File: src/rtl/uart_parity_pkg.sv
// Shared definitions for the UART parity engine and the TX/RX frame controllers:
// parity-type codes, FSM state encoding and parity helper functions.
package uart_parity_pkg;

    localparam logic [2:0] PAR_NONE  = 3'b000;
    localparam logic [2:0] PAR_ODD   = 3'b001;
    localparam logic [2:0] PAR_EVEN  = 3'b010;
    localparam logic [2:0] PAR_MARK  = 3'b011;
    localparam logic [2:0] PAR_SPACE = 3'b100;

    localparam int MIN_DATA_LEN = 5;

    typedef enum logic [1:0] {
        ST_IDLE   = 2'd0,
        ST_ACCUM  = 2'd1,
        ST_PARITY = 2'd2,
        ST_FIN    = 2'd3
    } par_state_e;

    // Codes 101..111 are treated exactly like PAR_NONE.
    function automatic logic has_parity_slot(input logic [2:0] ptype);
        return (ptype == PAR_ODD) || (ptype == PAR_EVEN) ||
               (ptype == PAR_MARK) || (ptype == PAR_SPACE);
    endfunction

    function automatic logic parity_for(input logic [2:0] ptype, input logic acc);
        logic p;
        p = 1'b1;
        case (ptype)
            PAR_ODD:   p = ~acc;
            PAR_EVEN:  p = acc;
            PAR_MARK:  p = 1'b1;
            PAR_SPACE: p = 1'b0;
            default:   p = 1'b1;
        endcase
        return p;
    endfunction

endpackage

File: src/rtl/sat_err_counter.sv
// Saturating event counter: counts inc pulses, holds at all-ones, clr wins
// but still counts an inc arriving in the same cycle.
module sat_err_counter #(
    parameter int CNT_W = 8
) (
    input  logic             clk,
    input  logic             reset_n,
    input  logic             inc,
    input  logic             clr,
    output logic [CNT_W-1:0] count
);

    // NOTE: reset is sampled on the clock edge only, so it sits inside the
    // clocked branch and is not in the sensitivity list.
    always_ff @(posedge clk) begin
        if (!reset_n) begin
            count <= '0;
        end else if (clr) begin
            count <= inc ? CNT_W'(1) : '0;
        end else if (inc && (count != '1)) begin
            count <= count + CNT_W'(1);
        end
    end

endmodule

File: src/rtl/uart_parity_engine.sv
// Frame-level serial parity generator (TX) / checker (RX) with a saturating
// parity-error counter. One data bit is folded into the accumulator per bit_valid.
module uart_parity_engine
    import uart_parity_pkg::*;
#(
    parameter int DATA_W_MAX = 9,
    parameter int CNT_W      = 8,
    localparam int LEN_W     = $clog2(DATA_W_MAX + 1)
) (
    input  logic             clk,
    input  logic             reset_n,
    input  logic             start,
    input  logic             check_en,
    input  logic [2:0]       parity_type,
    input  logic [LEN_W-1:0] data_len,
    input  logic             bit_valid,
    input  logic             bit_in,
    input  logic             err_clr,
    output logic             parity_bit,
    output logic             par_valid,
    output logic             busy,
    output logic             done,
    output logic             parity_err,
    output logic [CNT_W-1:0] err_count
);

    par_state_e       state_q, state_d;
    logic             acc_q, acc_d;
    logic [LEN_W-1:0] cnt_q, cnt_d;
    logic [LEN_W-1:0] len_q, len_d;
    logic [2:0]       ptype_q, ptype_d;
    logic             chk_q, chk_d;
    logic             mis_q, mis_d;
    logic             pbit_q, pbit_d;
    logic [LEN_W-1:0] len_clamped;

    always_comb begin
        len_clamped = data_len;
        if (data_len < LEN_W'(MIN_DATA_LEN)) begin
            len_clamped = LEN_W'(MIN_DATA_LEN);
        end else if (data_len > LEN_W'(DATA_W_MAX)) begin
            len_clamped = LEN_W'(DATA_W_MAX);
        end
    end

    // NOTE: every signal driven here gets a default first, so no path can
    // leave one unassigned and infer a latch.
    always_comb begin
        state_d = state_q;
        acc_d   = acc_q;
        cnt_d   = cnt_q;
        len_d   = len_q;
        ptype_d = ptype_q;
        chk_d   = chk_q;
        mis_d   = mis_q;
        pbit_d  = 1'b1;

        if (start) begin
            // A start anywhere aborts the current frame; a coincident bit is dropped.
            state_d = ST_ACCUM;
            acc_d   = 1'b0;
            cnt_d   = '0;
            len_d   = len_clamped;
            ptype_d = parity_type;
            chk_d   = check_en;
            mis_d   = 1'b0;
        end else begin
            case (state_q)
                ST_IDLE: begin
                    mis_d = 1'b0;
                end
                ST_ACCUM: begin
                    if (bit_valid) begin
                        acc_d = acc_q ^ bit_in;
                        cnt_d = cnt_q + LEN_W'(1);
                        if (cnt_d == len_q) begin
                            if (has_parity_slot(ptype_q)) begin
                                state_d = ST_PARITY;
                                pbit_d  = parity_for(ptype_q, acc_d);
                            end else begin
                                state_d = ST_FIN;
                                mis_d   = 1'b0;
                            end
                        end
                    end
                end
                ST_PARITY: begin
                    pbit_d = pbit_q;
                    if (bit_valid) begin
                        state_d = ST_FIN;
                        pbit_d  = 1'b1;
                        mis_d   = chk_q && (bit_in != pbit_q);
                    end
                end
                ST_FIN: begin
                    state_d = ST_IDLE;
                    mis_d   = 1'b0;
                end
                default: state_d = ST_IDLE;
            endcase
        end
    end

    // NOTE: state registers use non-blocking assignments so every register
    // samples the pre-edge values computed above.
    always_ff @(posedge clk) begin
        if (!reset_n) begin
            state_q <= ST_IDLE;
            acc_q   <= 1'b0;
            cnt_q   <= '0;
            len_q   <= LEN_W'(MIN_DATA_LEN);
            ptype_q <= PAR_NONE;
            chk_q   <= 1'b0;
            mis_q   <= 1'b0;
            pbit_q  <= 1'b1;
        end else begin
            state_q <= state_d;
            acc_q   <= acc_d;
            cnt_q   <= cnt_d;
            len_q   <= len_d;
            ptype_q <= ptype_d;
            chk_q   <= chk_d;
            mis_q   <= mis_d;
            pbit_q  <= pbit_d;
        end
    end

    assign parity_bit = pbit_q;
    assign par_valid  = (state_q == ST_PARITY);
    assign busy       = (state_q == ST_ACCUM) || (state_q == ST_PARITY);
    assign done       = (state_q == ST_FIN);
    assign parity_err = done && mis_q;

    sat_err_counter #(
        .CNT_W (CNT_W)
    ) u_err_cnt (
        .clk     (clk),
        .reset_n (reset_n),
        .inc     (parity_err),
        .clr     (err_clr),
        .count   (err_count)
    );

endmodule

File: config.mk
export PLATFORM = sky130hd
export DESIGN_NAME = uart_parity_engine
export DESIGN_NICKNAME = d
export VERILOG_FILES = /design/src/rtl/uart_parity_pkg.sv /design/src/rtl/sat_err_counter.sv /design/src/rtl/uart_parity_engine.sv
export SDC_FILE = /design/constraint.sdc
export NUM_CORES = 1
export LEC_CHECK = 0
export ABC_AREA = 1
export ABC_CLOCK_PERIOD_IN_PS = 1600
export BUFFER_PORTS_ARGS = -buffer_cell sky130_fd_sc_hd__buf_2
export CAP_MARGIN = 20
export CORE_ASPECT_RATIO = 1.1
export CORE_MARGIN = 5
export CORE_UTILIZATION = 53
export DETAILED_ROUTE_END_ITERATION = 7
export MAX_ROUTING_LAYER = met4
export PLACE_DENSITY = 0.77
export SLEW_MARGIN = 20
export SYNTH_ARGS = -nofsm -noshare
export SYNTH_HDL_FRONTEND = slang
export SYNTH_SLANG_ARGS = --single-unit
File: constraint.sdc
create_clock -name clk -period 1.6 [get_ports clk]
set_input_delay 0.4 -clock clk [delete_from_list [all_inputs] [get_ports clk]]
set_output_delay 0.4 -clock clk [all_outputs]
set_load 0.1 [all_outputs]
==> impl_metrics.json, run 1 <==
{
  "cp_cell_sequence": "inv_4, ha_4, clkinvlp_4, buf_12",
  "numPortBuffers": 26,
  "violations": "negative setup slack",
  "grt_first_pass_wirelength_um": 5420,
  "cts_buffers": 3,
  "die_y_um": 62.7,
  "drv_cap": 0,
  "drc_errors": 0,
  "holdPathStages": 3,
  "relSlewSlack_pct": 67.9,
  "routed_wirelength_um": 3250,
  "cp.arrival_ns": 1.27,
  "drv_slew": 0,
  "grt_overflow": 0,
  "routabilityCongestion": 0.875,
  "outcome": "finished with violations",
  "grt_usage_pct": 19.0,
  "pin_count": 27,
  "grt_max_degree": 14,
  "synthArstFlopShare_pct": 0,
  "drt_iter0_drc": 37,
  "yosys-top-cells-area": "dfxtp_1, nand2_1, inv_1, nor2_1, a21oi_1",
  "crit_path_max_incr_delay_ns": 0.40,
  "holdCritPathClass": "input pin to flip-flop",
  "ys.flop_type": "dfxtp_1",
  "slowest_stage": "dfxtp_4",
  "final_common_cell": "nand2_1",
  "tightest_slew_ns": 0.485,
  "fin_crit_sh_pct": 105,
  "critPathMaxFanout": 3,
  "yosysTopAreaCell": "dfxtp_1",
  "yosysTopAreaCellShare_pct": 37.3,
  "cts.path.max_buffers": 2,
  "yosysWarnings": 0,
  "hold_viol": 0,
  "dp_hpwl_um": 2420,
  "worstSkewPairLatency_ns": 0.31,
  "r2r-end": "u_err_cnt.count[0]",
  "antenna_found_initial": 0,
  "timing.final.ws_setup_ns": -0.0733,
  "pwr_density_cell_nw_per_um2": 709,
  "crit_path_end_kind": "output port",
  "drive_gt1_share_pct": 32.6,
  "p_leak_nw": 0.841,
  "syn_to_final_growth_pct": 35.4,
  "num_vias": 1372,
  "drt-pass1-iter-count": 6,
  "cts.sinks": 25,
  "tns_ns": -0.211,
  "path_clk_slew_ns": 0.13,
  "r2r_setup_slack_ns": 0.09,
  "rows": 19,
  "required_ns": 1.20,
  "via_per_inst": 5.26,
  "fin_util_pct": 73.4,
  "core_um2": 2470,
  "die_w_um": 57.9,
  "seq_area_frac_synth_pct": 37.3,
  "clockRootBuffer": "clkbuf_4",
  "synth_cells": 192,
  "cts_tree": "done",
  "nNetsFinal": 251,
  "synth.avg_cell_area_um2": 6.98,
  "yosys.cell_types.count": 30,
  "max_freq_mhz": 598,
  "rsz0062_at_grt": "true",
  "worstHoldStart": "parity_type[0]",
  "r2r-start": "state_q[0]",
  "antenna_left": 0,
  "crit_type": "flip-flop to output port",
  "die_area_um2": 3630,
  "ys_ff_latch": 25,
  "finalCriticalPeriod_ns": 1.67,
  "fin_skew_ns": 0.00392,
  "ir_worst_vdd_v": 0.000513,
  "hold_end": "ptype_q[0]",
  "path_buf_inv": 3,
  "syn_area_um2": 1340,
  "initial_core_util_pct": 54.2,
  "ff2ff_path_depth": 10,
  "grt_pass1_vias": 1339,
  "setup_viol": 3,
  "htree_levels": 1,
  "worstSetupStartpointType": "flip-flop",
  "path_delay_family": "flip-flops",
  "routedWlPerCell_um": 12.5,
  "synthesis.nets": 212,
  "layout_common_cells": "nand2_1, inv_1, nor2_1, buf_2, a21oi_1",
  "antenna_cells_inserted": 0,
  "synth_edf_count": 0
}
-- worst max-delay path by stage --
stage	from	to	depth (start not counted)	slack [ns]
2_1_floorplan	state_q[1]	state_q[1]	5	-0.05
3_3_place_gp	state_q[1]	state_q[0]	8	0.12
3_5_place_dp	state_q[1]	state_q[1]	7	0.05
4_1_cts	state_q[0]	busy	4	-0.07
5_1_grt	state_q[0]	busy	4	-0.12
6_report	state_q[0]	busy	4	-0.07
-- through the flow --
stage	hold WS, ns	cell area [µm²]	std cells	power [mW]	worst slack (ns)
finish	0.307	1810	261	1.29	-0.0733
global route	0.324	1810	261	1.36	-0.123
CTS	0.301	1750	260	1.26	-0.0707
detailed placement	0.467	1650	250	0.965	0.0541
global placement	0.456	1650	250	0.954	0.122
floorplan	0.446	1410	192	0.871	-0.0476
-- per-layer routing --
metal | up-vias | track usage (%) | part of all wire [%]
met5 | - | - | 0
met4 | 0 | 9.28 | 1.2
met3 | 4 | 2.48 | 3.5
met2 | 34 | 32.9 | 54
met1 | 629 | 20.8 | 41
li1 | 705 | - | -
-- layout make-up --
class | instances | area, µm²
clock buffers | 4 | 26.3
fillers | 204 | 658
inverters | 30 | 126
multi-input cells | 136 | 812
flip-flops and latches | 25 | 538
well taps | 31 | 38.8
repair buffers | 35 | 273
-- Yosys cell counts, drive strengths merged, types with 2 or more instances --
cell	count
inv	30
o21bai	2
o211ai	2
nand3	15
ha	6
nor3	3
o2111ai	2
nor2	23
a31oi	2
o21ai	14
dfxtp	25
nand4	3
nand2	42
a21oi	15
-- cells by family after synthesis --
| family | after synthesis | share of synthesized area, % |
|---|---|---|
| DFF | 25 | 37.3 |
| AOI/OAI and AO/OA | 40 | 16.9 |
| adders and majority gates | 6 | 5.60 |
| buffers and inverters | 31 | 8.87 |
| xor gates and xnor gates | 2 | 1.31 |
| and+or+nand+nor | 88 | 30.0 |
-- flip-flops by register name (all words and copies together), names as in the netlist --
| signal | flops |
|---|---|
| acc_q | 1 |
| chk_q | 1 |
| cnt_q | 4 |
| len_q | 4 |
| mis_q | 1 |
| parity_bit | 1 |
| ptype_q | 3 |
| state_q | 2 |
| u_err_cnt.count | 8 |
-- report_power, final --
group	switching, mW	total [mW]	internal [mW]
sequential	0.0276	0.666	0.639
clock	0.184	0.281	0.0973
combinational	0.207	0.339	0.132
total	0.418	1.29	0.868
-- worst reg2reg max path: cells and delay by family, from the launching register on --
kind,cells,cell delay [ns]
DFF,1,0.39
buffers and inverters,4,0.35
and+or+nand+nor,4,0.34
AOI/OAI and AO/OA,1,0.18
adders and majority gates,1,0.17
-- what timing repair did --
action                                 in CTS  in global routing
pin swaps                                   1                  4
setup buffers                               6                  1
resized for setup                           7                 18
hold buffers                                0                  0
endpoints found under the hold margin       0                  0
setup endpoints to repair                   3                 10
Note: power is estimated with default switching activity, not from simulation.
==> run 2: changes to the inputs <==
--- a/config.mk
+++ b/config.mk
@@ -13,7 +13,7 @@
 export CORE_MARGIN = 5
 export CORE_UTILIZATION = 53
 export DETAILED_ROUTE_END_ITERATION = 7
-export MAX_ROUTING_LAYER = met4
+export GPL_TIMING_DRIVEN = 0
 export PLACE_DENSITY = 0.77
 export SLEW_MARGIN = 20
 export SYNTH_ARGS = -nofsm -noshare
==> impl_metrics.json, run 2 (synthesis gave the netlist of run 1 again) <==
{
  "outcome": "finished with violations",
  "violations": "negative setup slack",
  "drv_slew": 0,
  "drc_errors": 0,
  "path_clk_slew_ns": 0.14,
  "grt_usage_pct": 18.0,
  "pwr_density_cell_nw_per_um2": 720,
  "cts_buffers": 3,
  "routedWlPerCell_um": 13.2,
  "die_y_um": 62.7,
  "crit_path_end_kind": "output port",
  "grt_max_degree": 14,
  "dp_hpwl_um": 2320,
  "regMostFlops": "u_err_cnt.count",
  "routabilityCongestion": 0.868,
  "cp.arrival_ns": 1.30,
  "tns_ns": -0.120,
  "worstSkewPairLatency_ns": 0.32,
  "die_area_um2": 3630,
  "drt_iter0_drc": 48,
  "num_vias": 1371,
  "die_w_um": 57.9,
  "clockRootBuffer": "clkbuf_4",
  "cts_tree": "done",
  "fin_skew_ns": 0.00443,
  "holdCritPathClass": "input pin to flip-flop",
  "layout_common_cells": "nand2_1, inv_1, nor2_1, buf_2, a21oi_1",
  "numPortBuffers": 26,
  "total_power_mw": 1.28,
  "required_ns": 1.20,
  "htree_levels": 1,
  "rsz0062_at_grt": "true",
  "antenna_cells_inserted": 0,
  "core_um2": 2470,
  "drt-pass1-iter-count": 4,
  "antenna_found_initial": 0,
  "routed_wirelength_um": 3370,
  "drive_gt1_share_pct": 34.7,
  "relSlewSlack_pct": 64.1,
  "placed_cells": 249,
  "tightest_slew_ns": 0.537,
  "ir_worst_vdd_v": 0.000517,
  "largestRegisters": "u_err_cnt.count: 8 flops, cnt_q: 4 flops, len_q: 4 flops",
  "worstSetupStartpointType": "flip-flop",
  "timing.final.ws_setup_ns": -0.0974,
  "setup_viol": 2,
  "largest_register_ffs": 8,
  "ctsHoldBuffers": 0,
  "cts.sinks": 25,
  "initial_core_util_pct": 54.2,
  "antenna_left": 0,
  "via_per_inst": 5.36,
  "grt_pass1_vias": 1294,
  "rows": 19,
  "fin_util_pct": 71.9,
  "critPathMaxFanout": 4,
  "finalCriticalPeriod_ns": 1.70,
  "pin_count": 27,
  "fin_crit_sh_pct": 106,
  "final_cells": 256,
  "crit_type": "flip-flop to output port",
  "grt_overflow": 0,
  "syn_to_final_growth_pct": 32.7,
  "hold_viol": 0,
  "nNetsFinal": 246,
  "max_freq_mhz": 589,
  "final_common_cell": "nand2_1",
  "drv_cap": 0,
  "grt_first_pass_wirelength_um": 5280,
  "cts.path.max_buffers": 2,
  "p_leak_nw": 0.818
}
-- run 2: what timing repair did --
action                                  CTS  global route
gates resized for setup                  19            27
pin swaps                                 1             9
setup buffers                             0             3
endpoints found under the setup margin    4            10
-- run 2: path summary, 6_finish.rpt --
check	from	endpoint	slack, ns	cells past startpoint
worst max-delay path	state_q[0]	busy	-0.1	4
worst min-delay path	data_len[0]	len_q[0]	0.31	3
worst max register to register	state_q[1]	parity_bit	0.02	7
worst min register to register	u_err_cnt.count[4]	u_err_cnt.count[4]	0.49	2
-- run 2: critical path, stage by stage (launching register included) --
cell and delay [ns]:
dfxtp_4 0.41, inv_4 0.04, ha_4 0.26, clkinvlp_4 0.08, buf_12 0.17
-- run 2: per-stage QoR --
step | setup slack [ns] | hold WS [ns] | area, µm²
after floorplan | -0.0476 | 0.446 | 1410
after global placement | -0.0446 | 0.454 | 1580
after detailed placement | -0.0514 | 0.467 | 1580
after CTS | -0.0912 | 0.310 | 1670
after global routing | -0.153 | 0.309 | 1780
final | -0.0974 | 0.306 | 1780
-- run 2: area by class of cell --
class / instances / area, µm²
plain buffers: 1 / 3.75
clock buffers: 4 / 26.3
fillers: 208 / 694
inverters: 30 / 129
multi-input cells: 136 / 838
flip-flops and latches: 25 / 542
well taps: 31 / 38.8
repair buffers: 29 / 200
-- run 2: routing by layer --
layer	wire, µm	track usage, %	share of wire [%]	up-vias
met1	1440	21.0	43	633
met2	1770	31.6	53	30
met3	110	2.48	3.3	6
met5	0	0	0	-
li1	-	-	-	702
met4	44	8.12	1.3	0
-- run 2: power by group --
part,internal (mW),total (mW),switching (mW)
sequential,0.638,0.665,0.0277
combinational,0.115,0.322,0.207
clock,0.0976,0.292,0.194
total,0.850,1.28,0.429
